$ cat src/rtl/hamming_pkg.sv
// Shared SECDED definitions: codeword bit positions, TX state encoding and the encoder.
// Also imported by the receive-side detector model.
package hamming_pkg;

  localparam int P0 = 0;
  localparam int P1 = 1;
  localparam int W0 = 2;
  localparam int P2 = 3;
  localparam int W1 = 4;
  localparam int W2 = 5;
  localparam int W3 = 6;
  localparam int G0 = 7;

  typedef enum logic [1:0] {
    TX_IDLE  = 2'd0,
    TX_START = 2'd1,
    TX_DATA  = 2'd2,
    TX_STOP  = 2'd3
  } tx_state_t;

  function automatic logic [7:0] hamming_encode(input logic [3:0] w);
    logic [7:0] cw;
    cw     = '0;
    cw[W0] = w[0];
    cw[W1] = w[1];
    cw[W2] = w[2];
    cw[W3] = w[3];
    cw[P0] = w[0] ^ w[1] ^ w[3];
    cw[P1] = w[0] ^ w[2] ^ w[3];
    cw[P2] = w[1] ^ w[2] ^ w[3];
    // Overall parity makes a clean word read back with a zero syndrome.
    cw[G0] = ^cw[6:0];
    return cw;
  endfunction

endpackage

$ cat src/rtl/hamming_serializer.sv
// UART-style frame generator: start bit, 8 data bits LSB first, stop bit,
// each held BAUD_DIV cycles.
//
// state    | meaning
// TX_IDLE  | line high, waiting for a start strobe
// TX_START | start bit (low)
// TX_DATA  | data bit bit_idx of the latched word
// TX_STOP  | stop bit (high); tx_done pulses on the way back to idle
module hamming_serializer
  import hamming_pkg::*;
#(
  parameter int unsigned BAUD_DIV = 4
) (
  input  logic       clk,
  input  logic       rst,
  input  logic [7:0] load_data,
  input  logic       start,
  output tx_state_t  state,
  output logic       tx_bit,
  output logic       tx_busy,
  output logic       tx_done
);

  localparam int unsigned BW = $clog2(BAUD_DIV + 1);
  localparam logic [BW-1:0] BAUD_LAST = BW'(BAUD_DIV - 1);

  tx_state_t   state_q;
  logic [BW-1:0] baud_q;
  logic [2:0]  bit_idx_q;
  logic [7:0]  data_q;
  logic        tx_bit_q;
  logic        tx_busy_q;
  logic        tx_done_q;

  logic        baud_last;
  logic [2:0]  next_idx;

  assign baud_last = (baud_q == BAUD_LAST);
  assign next_idx  = bit_idx_q + 3'd1;

  always_ff @(posedge clk or posedge rst) begin
    if (rst) begin
      state_q   <= TX_IDLE;
      baud_q    <= '0;
      bit_idx_q <= '0;
      data_q    <= '0;
      tx_bit_q  <= 1'b1;
      tx_busy_q <= 1'b0;
      tx_done_q <= 1'b0;
    end else begin
      tx_done_q <= 1'b0;
      case (state_q)
        TX_IDLE: begin
          if (start) begin
            state_q   <= TX_START;
            data_q    <= load_data;
            baud_q    <= '0;
            bit_idx_q <= '0;
            tx_bit_q  <= 1'b0;
            tx_busy_q <= 1'b1;
          end
        end
        TX_START: begin
          if (baud_last) begin
            state_q   <= TX_DATA;
            baud_q    <= '0;
            bit_idx_q <= '0;
            tx_bit_q  <= data_q[0];
          end else begin
            baud_q <= baud_q + 1'b1;
          end
        end
        TX_DATA: begin
          if (baud_last) begin
            baud_q <= '0;
            if (bit_idx_q == 3'd7) begin
              state_q  <= TX_STOP;
              tx_bit_q <= 1'b1;
            end else begin
              bit_idx_q <= next_idx;
              tx_bit_q  <= data_q[next_idx];
            end
          end else begin
            baud_q <= baud_q + 1'b1;
          end
        end
        TX_STOP: begin
          if (baud_last) begin
            state_q   <= TX_IDLE;
            baud_q    <= '0;
            bit_idx_q <= '0;
            tx_busy_q <= 1'b0;
            tx_done_q <= 1'b1;
          end else begin
            baud_q <= baud_q + 1'b1;
          end
        end
        default: begin
          state_q   <= TX_IDLE;
          tx_bit_q  <= 1'b1;
          tx_busy_q <= 1'b0;
        end
      endcase
    end
  end

  assign state   = state_q;
  assign tx_bit  = tx_bit_q;
  assign tx_busy = tx_busy_q;
  assign tx_done = tx_done_q;

endmodule

$ cat src/rtl/hamming_encoder_tx.sv
// SECDED transmit path: accepts a nibble, encodes it with optional error injection,
// holds the codeword for the detector and serializes it on tx_bit.
module hamming_encoder_tx
  import hamming_pkg::*;
#(
  parameter int unsigned BAUD_DIV = 4
) (
  input  logic       clk,
  input  logic       rst,
  input  logic [3:0] din,
  input  logic       din_valid,
  output logic       din_ready,
  input  logic       err_en,
  input  logic [7:0] err_mask,
  output logic [7:0] codeword,
  output logic       cw_valid,
  output logic       tx_bit,
  output logic       tx_busy,
  output logic       tx_done
);

  tx_state_t  tx_state;
  logic       accept;
  logic [7:0] codeword_d, codeword_q;
  logic       cw_valid_d, cw_valid_q;

  assign din_ready = (tx_state == TX_IDLE) & ~rst;
  assign accept    = din_valid & din_ready;

  // Error controls only matter in the accept cycle; the result is frozen for the frame.
  always_comb begin
    codeword_d = codeword_q;
    cw_valid_d = 1'b0;
    if (accept) begin
      codeword_d = hamming_encode(din) ^ (err_en ? err_mask : 8'h00);
      cw_valid_d = 1'b1;
    end
  end

  always_ff @(posedge clk or posedge rst) begin
    if (rst) begin
      codeword_q <= 8'h00;
      cw_valid_q <= 1'b0;
    end else begin
      codeword_q <= codeword_d;
      cw_valid_q <= cw_valid_d;
    end
  end

  assign codeword = codeword_q;
  assign cw_valid = cw_valid_q;

  hamming_serializer #(
    .BAUD_DIV(BAUD_DIV)
  ) u_serializer (
    .clk      (clk),
    .rst      (rst),
    .load_data(codeword_d),
    .start    (accept),
    .state    (tx_state),
    .tx_bit   (tx_bit),
    .tx_busy  (tx_busy),
    .tx_done  (tx_done)
  );

endmodule

$ cat config.mk
export PLATFORM = sky130hd
export DESIGN_NAME = hamming_encoder_tx
export DESIGN_NICKNAME = d
export VERILOG_FILES = /design/src/rtl/hamming_pkg.sv /design/src/rtl/hamming_serializer.sv /design/src/rtl/hamming_encoder_tx.sv
export SDC_FILE = /design/constraint.sdc
export NUM_CORES = 1
export LEC_CHECK = 0
export ABC_CLOCK_PERIOD_IN_PS = 1800
export CAP_MARGIN = 5
export CORE_MARGIN = 5
export CORE_UTILIZATION = 30
export CTS_CLUSTER_SIZE = 8
export DETAILED_ROUTE_END_ITERATION = 10
export GPL_ROUTABILITY_DRIVEN = 0
export PLACE_DENSITY = 0.51
export SLEW_MARGIN = 20
export SYNTH_ARGS = -nofsm -noshare
export SYNTH_HDL_FRONTEND = slang
export SYNTH_HIERARCHICAL = 1
export SYNTH_SLANG_ARGS = --single-unit
export TNS_END_PERCENT = 20
$ cat constraint.sdc
create_clock -name clk -period 1.8 [get_ports clk]
set_clock_uncertainty 0.05 [all_clocks]
set_input_delay 0.36 -clock clk [delete_from_list [all_inputs] [get_ports clk]]
set_output_delay 0.36 -clock clk [all_outputs]
set_load 0.02 [all_outputs]
# Word-level counts from Yosys, hierarchy flattened
# Cells that the tools add are included.
[totals]
output_inout_bits = 13
in_bits = 16
ff_bits = 28
elab_cells = 73
[classes]
order_cmp = 1
bitwise = 10
eq_ne = 12
n_reduce_logical = 11
muxes = 28
n_addsub = 2
[ops]
columns = ["op", "count"]
rows = [
  ["$mux W8", 2],
  ["$mux W3", 5],
  ["$mux W1", 10],
  ["$mux W2", 5],
  ["$ne A2 B1 Y1 const B", 5],
  ["$pmux W3 S3", 1],
  ["$pmux W2 S4", 1],
  ["$reduce_and A4 Y1", 2],
  ["$xor A8 B8 Y8", 1],
  ["$reduce_xor A7 Y1", 1],
  ["$add A3 B1 Y3 const B", 2],
  ["$pmux W3 S2", 1],
  ["$xor A1 B1 Y1", 6],
  ["$reduce_and A5 Y1", 1],
  ["$eq A2 B2 Y1 const B", 2],
  ["$lt A3 B4 Y1 const B", 1],
  ["$ne A2 B2 Y1 const B", 2],
  ["$bmux W1 S3", 1],
  ["$eq A3 B2 Y1 const B", 1],
  ["$eq A3 B3 Y1 const B", 1],
  ["$pmux W1 S3", 1],
  ["$reduce_and A3 Y1", 1],
  ["$reduce_bool A3 Y1", 1],
  ["$reduce_or A3 Y1", 1],
  ["8 further kinds", 9],
]

# Logic depth before layout (Yosys ltp)
# Gate-level depths: netlist of run 1.
[depth]
ltp_word = 6
mapped_depth = 7
ltp_nobuf = 6

# Hierarchy
# The synthesis of run 1 kept the hierarchy.
[modules_own_cells]
columns = ["mod", "seq_area_each_um2", "area_each_um2", "n_inst", "cells_each"]
rows = [
  ["hamming_serializer", 476.7, 984.7, 1, 86],
  ["hamming_encoder_tx", 225.2, 526.8, 1, 44],
]

# Worst setup path after synthesis of run 1
# Ideal clock, no wire load.
[synth_timing]
kind = "register -> register"
startpoint = "register u_serializer.state_q[1] (netlist: u_serializer/state[1])"
endpoint = "register u_serializer.state_q[1] (netlist: u_serializer/state[1])"
synth_period_minus_slack_ps = 1978
arrival_ps = 1803
setup_slack_ps = -178
required_ps = 1625
path_stages_with_launch = 7
setup_ps = 125
path_buffers = 1
path_cell_list = "dfrtp_1 -> nor4b_4 -> buf_4 -> nand2b_1 -> o21ai_2 -> a21oi_1 -> mux2_2"
[synth_between]
elab_chain_len = 5
word_cells_on_any_way = 13
cone_classes = "eq/ne: 8; mux: 1; bitwise: 2; reduce/logical: 2"
[synth_rtl]
columns = ["element", "line", "text"]
rows = [
  ["start: declaration", "hamming_serializer.sv:27", "tx_state_t state_q;"],
  ["start signal: assignment", "hamming_serializer.sv:43", "state_q <= TX_IDLE;"],
  ["start signal: assignment", "hamming_serializer.sv:55", "state_q <= TX_START;"],
  ["start signal: assignment", "hamming_serializer.sv:65", "state_q <= TX_DATA;"],
  ["$logic_not A2 Y1", "hamming_encoder_tx.sv:27", "assign din_ready = (tx_state == TX_IDLE) & ~rst;"],
  ["$and A1 B1 Y1", "hamming_encoder_tx.sv:27", ""],
  ["$and A1 B1 Y1", "hamming_encoder_tx.sv:28", "assign accept = din_valid & din_ready;"],
  ["named net accept", "hamming_encoder_tx.sv:23", "logic accept;"],
  ["$ne A2 B2 Y1 (no line)", "-", ""],
  ["$reduce_and A5 Y1 (no line)", "-", ""],
]
# The timed path passes the listed nets, and every way through them passes these cells.
# A chain may end at the register's enable or synchronous reset.

# Final worst setup path of run 1
[layout_timing]
startpoint = "register u_serializer.bit_idx_q[0]"
endpoint = "register u_serializer.tx_bit_q (netlist: u_serializer/tx_bit)"
[layout_between]
elab_chain_len = 6
word_cells_on_any_way = 7
cone_classes = "add/sub: 1; eq/ne: 1; mux: 5"
[layout_rtl]
columns = ["element", "line", "text"]
rows = [
  ["start: declaration", "hamming_serializer.sv:29", "logic [2:0] bit_idx_q;"],
  ["start signal: assignment", "hamming_serializer.sv:80", "bit_idx_q <= next_idx;"],
  ["$add A3 B1 Y3", "hamming_serializer.sv:39", "assign next_idx = bit_idx_q + 3'd1;"],
  ["$bmux W1 S3", "hamming_serializer.sv:81", "tx_bit_q <= data_q[next_idx];"],
  ["$mux W1 (implied by the code)", "hamming_serializer.sv:81", ""],
  ["$mux W1 (*)", "hamming_serializer.sv:76", "if (bit_idx_q == 3'd7) begin"],
  ["$mux W1 (*)", "hamming_serializer.sv:74", "if (baud_last) begin"],
  ["$pmux W1 S3 (*)", "hamming_serializer.sv:52", "case (state_q)"],
  ["end signal: assignment", "hamming_serializer.sv:68", "tx_bit_q <= data_q[0];"],
  ["end signal: assignment", "hamming_serializer.sv:81", ""],
  ["end: declaration", "hamming_serializer.sv:31", "logic tx_bit_q;"],
]
# Every way passes the cells marked *; elsewhere a longest branch is shown, timed or not. The select of a mux whose other input is x is not followed.

==> impl_results.md, run 1 <==
* TritonCTS Buffers at 3
* Core Region at 4820 µm²
* Synth Area in Adders at approximately 6.6%
* Post-synthesis register bit count at 28
* R2r setup slk at -0.16 ns
* Avg Cell Area, Syn at 11.6 µm²
* Tmin final at just under 2 ns
* Row count at 25
* Synth Area in Compound Gates at 8.28%
* Int Pwr at 0.00201 W
* Distinct cells, synth at 36
* CP Capture Type: flop
* Post-Synthesis Cell Area at 1510 µm²
* CTS tree: yes
* Mux share of post-synthesis cell area at between 10% and 20%
* Top Family by Delay on Critical Path: multiplexers
* Net Count, Synth at 154
* Die Y at 81.0 µm
* DRT antenna net count at 0
* Root buffer cell: clkbuf_8
* Count of pins over their slew limit at 0
* CTS Sinks at 28
* Crit Reg-Reg Startpoint: u_serializer/bit_idx_q[0]
* Reg power frac at between 30% and 40%
* Max FO, Critical Path at 2
* Area delta synth->final at 41.6%
* Final hold viol count at 0
* Violated checks: setup timing
* DRT Wirelength at 3300 µm
* Power Dens Cells at ~1500 nW/µm²
* Multi-input gate area at 830 µm²
* Top cells by area, synth: dfrtp_1 (45%), mux2_2 (9.7%), ha_1 (6.6%), xor3_1 (6.3%), nand2_1 (4.0%)
* XOR/XNOR Fraction of Synth Area at 9.77%
* GRT overflow at 0
* Vias at 1140
* Crit path cell chain: ha_2, ha_4, mux4_2, and2_4, o311ai_4, a31oi_1
* Setup TNS Final at -0.162 ns
* Die X-Extent at 81.0 µm
* IO Pins at 29
* Area leader, netlist: dfrtp_1
* WP data required at 1.94 ns
* Post-synthesis async set-or-reset flop share at 100%
* Main combinational cell family by area after synthesis: simple AND/OR/NAND/NOR gates
* Worst Path Buf+Inv at 0
* Longest Clk Path Bufs at 2
* Commonest non-fill, non-tap cell in the layout: dfrtp_1
* Storage element area at 704 µm²
* Die area at ~6600 µm²
* Max stage delay on crit path at 0.48 ns
* Status: finished with violations
* Max Cap Viol at 0
* Initial antenna violation count at 0
* Avg Vias per Cell at ~4.6
* Startpoint Class: flop
* Switching share of power at between 30% and 40%
* Arrival time at the worst endpoint at 2.10 ns
* Sequential share of the synthesized area at 46.4%
* Diode count at 0
* # DRC at 0
* Path type of the worst setup path: flop to flop
* Post-synth top flop: dfrtp_1
* Leak pwr at 0.980 nW
* Total Nets Final at 207
* Net Sw Power at 0.00122 W
* Post CTS Setup Buffer Count at 0
* Simple-gate share of the synthesized area at 13.7%
* Tot GR Track Use at 11.0%
* Warnings, synthesis at 6
* Comb power frac at 55.3%
* Slew margin rel. at 75.9%
* Post-cts hold buffer count at 0
* DR iter-0 viols at 32
* Starting Density at 31.4%
* Hold WS at 0.208 ns
* Clock share of power at 10.7%
* Count of input and output buffers at 28
* Crit share post-route at 109%
* Worst hold path type: input port to async pin
* Max Clk Rate at 510 MHz
* CP max-delay cell: mux4_2
* Worst Tran Pin Value at 0.360 ns
* Worst vdd ir at 0.504 mV
* RSZ-0062 raised after global routing: true
* Worst Slack Setup Final at -0.162 ns
* Depth of the worst register-to-register path at 6
* Largest net degree at the start of global routing at 20
* CTS clk-pin slew, worst paths at 0.09 ns
* DR pass1 iterations at 3
* Number of synthesized flops with an enable pin at 0
* Clock Latency Late Sink at 0.27 ns
* First-pass GRT wire length at 5600 µm
* Post-synthesis cell count at 130
* Final setup viols at 1
* Most frequent cells in the layout: dfrtp_1 (25), buf_4 (23), clkdlybuf4s50_1 (21)
* Crit Reg-Reg Endpoint: u_serializer/tx_bit
* Vias in the first global route at 1233
* CTS H-tree depth at 1
* Share of layout cells above drive strength 1 at 30.2%
* # fillers at just under 500
* DR WL/cell at 13.3 µm
* Yosys top cell area share at 44.7%
* DP Wirelength at 2690 µm
## layer usage
| metal | GRT usage, % | wire length (µm) | share of wire (%) |
|---|---|---|---|
| met4 | 3.55 | 32 | 0.97 |
| met3 | 1.77 | 76 | 2.3 |
| met5 | 0 | 0 | 0 |
| met2 | 20.1 | 1760 | 53 |
| met1 | 13.0 | 1440 | 43 |
## cells by family after synthesis
family | count (synthesis)
AND/OR/NAND/NOR | 40
adder cells (fa/ha/maj) | 8
XOR/XNOR | 10
flip-flops | 28
multiplexers | 16
buffers and inverters | 10
AO/OA/AOI/OAI | 18
## state kept, by name, summed over array words and instances (netlist names)
register / flops
u_serializer/data_q: 8
u_serializer/tx_bit: 1
u_serializer/bit_idx_q: 3
codeword: 8
u_serializer/tx_busy: 1
cw_valid: 1
u_serializer/tx_done: 1
u_serializer/state: 2
u_serializer/baud_q: 3
## cell usage after synthesis, types with 2 or more instances
library cell	count
mux2i_1	2
xnor2_1	2
clkbuf_1	3
mux2_2	13
nor3_1	3
xor3_1	4
ha_1	8
dfrtp_1	27
nand3_1	5
a31oi_1	2
inv_1	6
nand2_1	16
a21oi_1	6
nor2_1	7
o311ai_0	2
xor2_1	4
## stage by stage
step	cell area [µm²]	utilization [%]	total power [W]	instances	setup WS, ns
finish	2140	44.4	0.00323	249	-0.162
global route	2140	44.4	0.00348	249	-0.227
CTS	2120	44.1	0.00323	249	-0.177
detailed placement	2060	42.8	0.00282	245	-0.434
global placement	2060	42.8	0.00279	245	-0.441
floorplan	1540	-	0.00208	130	-0.105
## timing repair
item | in CTS | in global routing
resized for setup | 15 | 6
endpoints found under the setup margin | 16 | 11
pin swaps | 6 | 7
## worst max-delay path by stage
stage / startpoint / endpoint / slack [ns] / cells after the start
floorplan: u_serializer/bit_idx_q[1] / u_serializer/tx_bit / -0.11 / 6
detailed placement: rst / u_serializer/data_q[6] / -0.43 / 7
global placement: rst / u_serializer/data_q[6] / -0.44 / 7
global route: u_serializer/bit_idx_q[0] / u_serializer/tx_bit / -0.23 / 6
CTS: u_serializer/bit_idx_q[1] / u_serializer/tx_bit / -0.18 / 6
finish: u_serializer/bit_idx_q[0] / u_serializer/tx_bit / -0.16 / 6
## power groups by stage
stage | Sequential, W | Combinational [W] | Clock [W]
finish | 0.00110 | 0.00178 | 0.000344
CTS | 0.00111 | 0.00176 | 0.000361
floorplan | 0.00122 | 0.000857 | 0
global placement | 0.00112 | 0.00167 | 0
global route | 0.00114 | 0.00196 | 0.000387
detailed placement | 0.00111 | 0.00171 | 0
## layout make-up
| cell class | instances | share of cell area [%] |
|---|---|---|
| repair buffers | 52 | 21.3 |
| multi-input cells | 92 | 38.7 |
| well taps | 67 | 3.92 |
| inverters | 6 | 1.05 |
| flip-flops and latches | 28 | 32.9 |
| clock buffers | 4 | 2.10 |
No activity file was read; power rests on OpenSTA's default activity.
==> inputs of run 2 (changes only) <==
--- a/config.mk
+++ b/config.mk
@@ -5,14 +5,14 @@
 export SDC_FILE = /design/constraint.sdc
 export NUM_CORES = 1
 export LEC_CHECK = 0
+export ABC_AREA = 1
 export ABC_CLOCK_PERIOD_IN_PS = 1800
 export CAP_MARGIN = 5
 export CORE_MARGIN = 5
 export CORE_UTILIZATION = 30
 export CTS_CLUSTER_SIZE = 8
 export DETAILED_ROUTE_END_ITERATION = 10
-export GPL_ROUTABILITY_DRIVEN = 0
-export PLACE_DENSITY = 0.51
+export PLACE_DENSITY = 0.5
 export SLEW_MARGIN = 20
 export SYNTH_ARGS = -nofsm -noshare
 export SYNTH_HDL_FRONTEND = slang
==> run 2 against run 1 <==
Effect of this change: critical path depth fell by 1; sequential power fell by 6%; routed wire length is 4.9% higher; flip-flop and latch count is the same; critical endpoint is now din_ready; area after synthesis rose by 7.9%; the flow now finishes without violations; sequential share of layout area is 0.35 points lower; worst setup slack better by 0.25 ns; first-iteration DRC count increased to 3.2 times the previous value; core utilization is 3.0 points lower.
==> impl_results.md, run 2 <==
* Path type of the worst setup path: input port to output port
* Largest net degree at the start of global routing at 17 (-15%)
* Synth Area in Adders at 6.14% (-0.48 points)
* Arrival time at the worst endpoint at 1.31 ns (-0.79 ns)
* Int Pwr at 0.00190 W (-5.2%)
* Post-cts hold buffer count at 0 (unchanged)
* Post-synthesis register bit count at 28 (unchanged)
* CTS H-tree depth at 1 (unchanged)
* Final Instance Area at 2160 µm² (+0.70%)
* DR WL/cell at 11.1 µm (-17%)
* Count of pins over their slew limit at 0 (unchanged)
* WP data required at 1.39 ns (-0.55 ns)
* DP Wirelength at 2840 µm (+5.5%)
* Simple-gate share of the synthesized area at 26.8% (+13 points)
* # DRC at 0 (unchanged)
* Post-synthesis async set-or-reset flop share at 100% (unchanged)
* Reg power frac at 33.7% (-0.4 points)
* Slew margin rel. at 79.1% (+3.2 points)
* Clock Latency Late Sink at 0.27 ns (about the same)
* Max FO, Critical Path at 2 (unchanged)
* Main combinational cell family by area after synthesis: simple AND/OR/NAND/NOR gates
* Tot GR Track Use at 10.5% (-0.46 points)
* Placer Congestion at 0.790
* Worst Tran Pin Value at 0.313 ns (-0.0472 ns)
* Die area at 7010 µm² (+6.9%)
* IO Pins at 29 (unchanged)
* Vias at 1364 (+20%)
* Startpoint Class: input port
* Most frequent cells in the layout: nand2_1 (67), dfrtp_1 (27), clkdlybuf4s50_1 (26)
* Vias in the first global route at 1346 (+9.2%)
* Tmin final at 1.72 ns (-0.246 ns)
* Power Dens Cells at 1420 nW/µm² (-5.7%)
* DR pass1 iterations at 4 (+1)
* CTS tree: yes
* Post-synthesis cell count at 199 (+53%)
* Longest Clk Path Bufs at 2 (unchanged)
* CP Capture Type: output port
* Avg Vias per Cell at 4.36 (-4.8%)
* Setup TNS Final at 0 ns (+0.162 ns)
* Post-Synthesis Cell Area at 1630 µm² (+7.9%)
* CTS Sinks at 28 (unchanged)
* TritonCTS Buffers at 3 (unchanged)
* RSZ-0062 raised after global routing: false
* Total Nets Final at 268 (+29%)
* Leak pwr at 1.08 nW (+11%)
* Row count at 26 (+4.0%)
* Net Sw Power at 0.00116 W (-4.7%)
* Commonest non-fill, non-tap cell in the layout: nand2_1
* DRT Wirelength at 3470 µm (+4.9%)
* Status: finished clean
* Number of synthesized flops with an enable pin at 0 (unchanged)
* Die X-Extent at 83.7 µm (+3.4%)
* Mux share of post-synthesis cell area at 5.53% (-7.0 points)
* Synth Area in Compound Gates at 7.60% (-0.68 points)
* Switching share of power at 37.9% (+0.13 points)
* Crit share post-route at 95.4% (-14 points)
* CTS clk-pin slew, worst paths at 0.10 ns (about the same)
* Avg Cell Area, Syn at 8.19 µm² (-30%)
* Final hold viol count at 0 (unchanged)
* Final setup viols at 0 (-1)
* Cell Area, Placed at 2070 µm² (+0.55%)
* Worst hold path type: input port to async pin
* Initial antenna violation count at 0 (unchanged)
* Comb power frac at 50.3% (-5.0 points)
* Share of layout cells above drive strength 1 at 17.7% (-13 points)
* Yosys top cell area share at 41.4% (-3.3 points)
* Net Count, Synth at 223 (+45%)
* Sequential share of the synthesized area at 43.1% (-3.4 points)
* DRT antenna net count at 0 (unchanged)
* Count of input and output buffers at 28 (unchanged)
* Core Region at 5200 µm² (+8.1%)
* First-pass GRT wire length at 6160 µm (+10%)
* Die Y at 83.7 µm (+3.4%)
* Warnings, synthesis at 6 (unchanged)
* Area delta synth->final at 32.2%
* Top cells by area, synth: dfrtp_1 (41%), nand2_1 (15%), nand3_1 (7.4%), ha_1 (6.1%), mux2_2 (5.5%)
* Diode count at 0 (unchanged)
* Area leader, netlist: dfrtp_1
* Post-synth top flop: dfrtp_1
* XOR/XNOR Fraction of Synth Area at 2.15% (-7.6 points)
* Max Clk Rate at 583 MHz (+14%)
* Root buffer cell: clkbuf_8
* Starting Density at 31.3% (-0.055 points)
* Most common cell in the netlist: nand2_1
* Top cells by count, synth: nand2_1 (67), dfrtp_1 (27), nand3_1 (24)
* Max Cap Viol at 0 (unchanged)
* Worst vdd ir at 0.801 mV (+59%)
* Clock share of power at 15.9% (+5.2 points)
* DR iter-0 viols at 102 (+220%)
* Distinct cells, synth at 20 (-44%)
* GRT overflow at 0 (unchanged)
## run 2: worst max-delay path, stage by stage
cell and delay (ns):
clkdlybuf4s50_1 0.43, inv_2 0.07, nand3_2 0.09, inv_2 0.06, clkdlybuf4s15_1 0.29
## run 2: layout make-up
class	instances	area (µm²)
inverter	26	97.6
sequential	28	702
timing repair buffer	44	412
tap	70	87.6
clock buffer	3	41.3
fill	550	3050
clock inverter	1	30.0
multi-input combinational	141	786
## run 2: power groups by stage
stage	clock network (W)	registers (W)	logic, W
floorplan	0	0.00116	0.000867
global placement	0	0.00105	0.00152
detailed placement	0	0.00105	0.00154
CTS	0.000508	0.00104	0.00153
global route	0.000535	0.00106	0.00176
finish	0.000489	0.00103	0.00154
## run 2: kinds of logic after synthesis
kind of cell,Yosys count
and+or+nand+nor,103
xor gates and xnor gates,4
muxes,8
adders and majority gates,8
AOI/OAI and AO/OA,18
buffers and inverters,30
DFF,28
## run 2: per-stage QoR
step | cells | total power [W] | hold slack [ns] | worst slack, ns | util [%]
finish | 313 | 0.00307 | 0.318 | 0.0836 | 41.4
global route | 313 | 0.00336 | 0.323 | 0.00480 | 41.4
CTS | 311 | 0.00308 | 0.325 | 0.0445 | 41.1
detailed placement | 307 | 0.00259 | 0.410 | -0.218 | 39.8
global placement | 307 | 0.00257 | 0.412 | -0.215 | 39.8
floorplan | 199 | 0.00202 | 0.0973 | 0.276 | -
## run 2: timing repair
action	in CTS	in global routing
setup endpoints to repair	2	2
gates resized for setup	2	1
setup buffers	0	2
## run 2: final timing paths
check / startpoint / to / slack (ns) / depth (start not counted)
max: rst / din_ready / 0.08 / 5
min: rst / u_serializer/state[1] / 0.32 / 2
max reg2reg: u_serializer/bit_idx_q[0] / u_serializer/tx_bit / 0.24 / 10
min reg2reg: u_serializer/tx_bit / u_serializer/tx_bit / 0.43 / 2
max in group asynchronous: rst / u_serializer/bit_idx_q[0] / 0.90 / 3
min in group clk: u_serializer/tx_bit / u_serializer/tx_bit / 0.43 / 2
## run 2: layer usage
layer,vias to the layer above,GRT usage (%),share of wire [%]
met3,4,2.86,5.0
met5,-,0,0
met2,24,15.9,44
met1,618,15.0,50
li1,718,-,-
met4,0,2.34,0.89
==> inputs of run 3 (changes only) <==
--- a/config.mk
+++ b/config.mk
@@ -6,13 +6,13 @@
 export NUM_CORES = 1
 export LEC_CHECK = 0
 export ABC_AREA = 1
-export ABC_CLOCK_PERIOD_IN_PS = 1800
+export ABC_CLOCK_PERIOD_IN_PS = 2000
 export CAP_MARGIN = 5
 export CORE_MARGIN = 5
 export CORE_UTILIZATION = 30
 export CTS_CLUSTER_SIZE = 8
 export DETAILED_ROUTE_END_ITERATION = 10
-export PLACE_DENSITY = 0.5
+export PLACE_DENSITY = 0.48
 export SLEW_MARGIN = 20
 export SYNTH_ARGS = -nofsm -noshare
 export SYNTH_HDL_FRONTEND = slang
==> constraint.sdc (replaced) <==
create_clock -name clk -period 2 [get_ports clk]
set_clock_uncertainty 0.05 [all_clocks]
set_input_delay 0.4 -clock clk [delete_from_list [all_inputs] [get_ports clk]]
set_output_delay 0.4 -clock clk [all_outputs]
set_load 0.02 [all_outputs]
==> run 3 against run 2 <==
Effect of this change: via count down 4.7%; hold slack better by 0.087 ns; clock-buffer cell count up 1; flip-flop and latch count unchanged; sequential share of layout area up 1.3 points; register-to-register slack better by 0.05 ns; global-route usage up 0.057 points; power down 15%.
==> impl_results.md, run 3 (same netlist as run 2, synthesis figures left out) <==
* TritonCTS Buffers at 3 (unchanged)
* Avg Vias per Cell at 4.28 (-1.9%)
* Post-cts hold buffer count at 0 (unchanged)
* Diode count at 0 (unchanged)
* Die area at 7010 µm² (unchanged)
* Largest net degree at the start of global routing at 16 (-1)
* Worst Slack Setup Final at 0.139 ns (+0.0556 ns)
* Root buffer cell: clkbuf_8
* RSZ-0062 raised after global routing: false
* Placer Congestion at 0.805 (+2.0%)
* Top Family by Delay on Critical Path: buffers and inverters
* End of the critical path: tx_bit
* Leak pwr at 1.03 nW (-5.0%)
* DR pass1 iterations at 4 (unchanged)
* Worst vdd ir at 0.567 mV (-29%)
* R2r setup slk at 0.29 ns (+0.05 ns)
* # fillers at 546 (-0.73%)
* Cell Area, Placed at 2020 µm² (-2.5%)
* Count of input and output buffers at 28 (unchanged)
* Commonest non-fill, non-tap cell in the layout: nand2_1
* Share of layout cells above drive strength 1 at 14.5% (-3.2 points)
* Count of pins over their slew limit at 0 (unchanged)
* Worst hold path type: input port to async pin
* Multi-input gate area at 786 µm² (unchanged)
* DRT Wirelength at 3500 µm (+0.87%)
* Die Y at 83.7 µm (unchanged)
* Post CTS Setup Buffer Count at 0 (unchanged)
* Arrival time at the worst endpoint at 1.41 ns (+0.10 ns)
* CP startpoint: u_serializer/tx_bit
* CP max-delay cell: clkdlybuf4s50_1
* Final Instance Area at 2070 µm² (-3.9%)
* Area delta synth->final at 27.1%
* Core Region at 5200 µm² (unchanged)
* Longest Clk Path Bufs at 2 (unchanged)
* Depth of the worst register-to-register path at 7 (-3)
* Crit share post-route at 93.0%
* Tmin final at 1.86 ns
* CTS Sinks at 28 (unchanged)
* Crit path cell chain: clkdlybuf4s50_1
* Crit Reg-Reg Endpoint: u_serializer/state[1]
* Row count at 26 (unchanged)
* Crit Reg-Reg Startpoint: u_serializer/state[0]
* Tot GR Track Use at 10.6% (+0.057 points)
* CTS clk-pin slew, worst paths at 0.09 ns (about the same)
* DR WL/cell at 11.5 µm (+3.9%)
* DR iter-0 viols at 26 (-75%)
* Final setup viols at 0 (unchanged)
* Power Dens Cells at 1250 nW/µm² (-12%)
* Max FO, Critical Path at 2 (unchanged)
* GRT overflow at 0 (unchanged)
* Clock Latency Late Sink at 0.27 ns (about the same)
* Startpoint Class: flop
* DRT antenna net count at 0 (unchanged)
* Final hold viol count at 0 (unchanged)
* WP data required at 1.55 ns (+0.16 ns)
* Max Cap Viol at 0 (unchanged)
* Initial antenna violation count at 0 (unchanged)
* Vias in the first global route at 1273 (-5.4%)
* IO Pins at 29 (unchanged)
* Total Nets Final at 259 (-3.4%)
* First-pass GRT wire length at 6130 µm (-0.44%)
* Max stage delay on crit path at 0.60 ns (+0.17 ns)
* Die X-Extent at 83.7 µm (unchanged)
* Most frequent cells in the layout: nand2_1 (67), dfrtp_1 (27), clkdlybuf4s50_1 (27)
* CTS H-tree depth at 1 (unchanged)
* WP depth at 1 (-4)
* Core Util, Final at 39.8% (-1.6 points)
* CTS tree: yes
* CP Capture Type: output port
* Hold WS at 0.406 ns (+0.0875 ns)
* Status: finished clean
* Worst Path Buf+Inv at 1 (-3)
* Slew margin rel. at 72.5% (-6.6 points)
* Starting Density at 31.3% (unchanged)
* Resized cells post-CTS at 1 (-1)
* Storage element area at 702 µm² (unchanged)
* Max Clk Rate at 537 MHz
* Path type of the worst setup path: flop to output port
* Vias at 1300 (-4.7%)
* # DRC at 0 (unchanged)
* Place WS at -0.0942 ns (+0.124 ns)
* DP Wirelength at 2820 µm (-0.70%)
* Worst Tran Pin Value at 0.412 ns (+0.0989 ns)
run 3: cell types whose count changed in the layout (fill, tap and decap cells not counted), sizes merged:
cell and change:
buf -9, bufinv -1, clkbuf +1, clkdlybuf4s15 -1
clkdlybuf4s50 +1
run 3: layout make-up:
type	instances	area share (%)
repair buffers	35	16.6
flip-flops and latches	28	33.9
multi-input cells	141	37.9
inverters	26	4.71
well taps	70	4.23
clock buffers	4	2.66
run 3: worst min-delay path by stage:
stage / from / endpoint / slack (ns) / cells past startpoint
floorplan: rst / codeword[0] / 0.14 / 1
global placement: u_serializer/tx_bit / u_serializer/tx_bit / 0.41 / 2
detailed placement: u_serializer/tx_bit / u_serializer/tx_bit / 0.41 / 2
CTS: rst / cw_valid / 0.40 / 3
global route: rst / codeword[0] / 0.42 / 3
finish: rst / codeword[0] / 0.41 / 3
run 3: per-stage QoR:
step	power (W)	setup TNS, ns	instances
6_report	0.00260	0	304
5_1_grt	0.00284	0	304
4_1_cts	0.00264	0	304
3_5_place_dp	0.00228	-0.374	300
3_3_place_gp	0.00227	-0.182	300
2_1_floorplan	0.00182	0	199
run 3: routing by layer:
metal | vias to the layer above | GRT usage (%) | wire (µm)
li1 | 696 | - | -
met1 | 588 | 15.0 | 1880
met2 | 14 | 16.6 | 1510
met3 | 2 | 2.27 | 85
met4 | 0 | 2.19 | 23
met5 | - | 0 | 0
run 3: where the power goes:
| group | switching [W] | internal (W) |
|---|---|---|
| registers | 0.000137 | 0.000800 |
| logic | 0.000733 | 0.000577 |
| clock network | 0.000174 | 0.000176 |
| total | 0.00104 | 0.00155 |
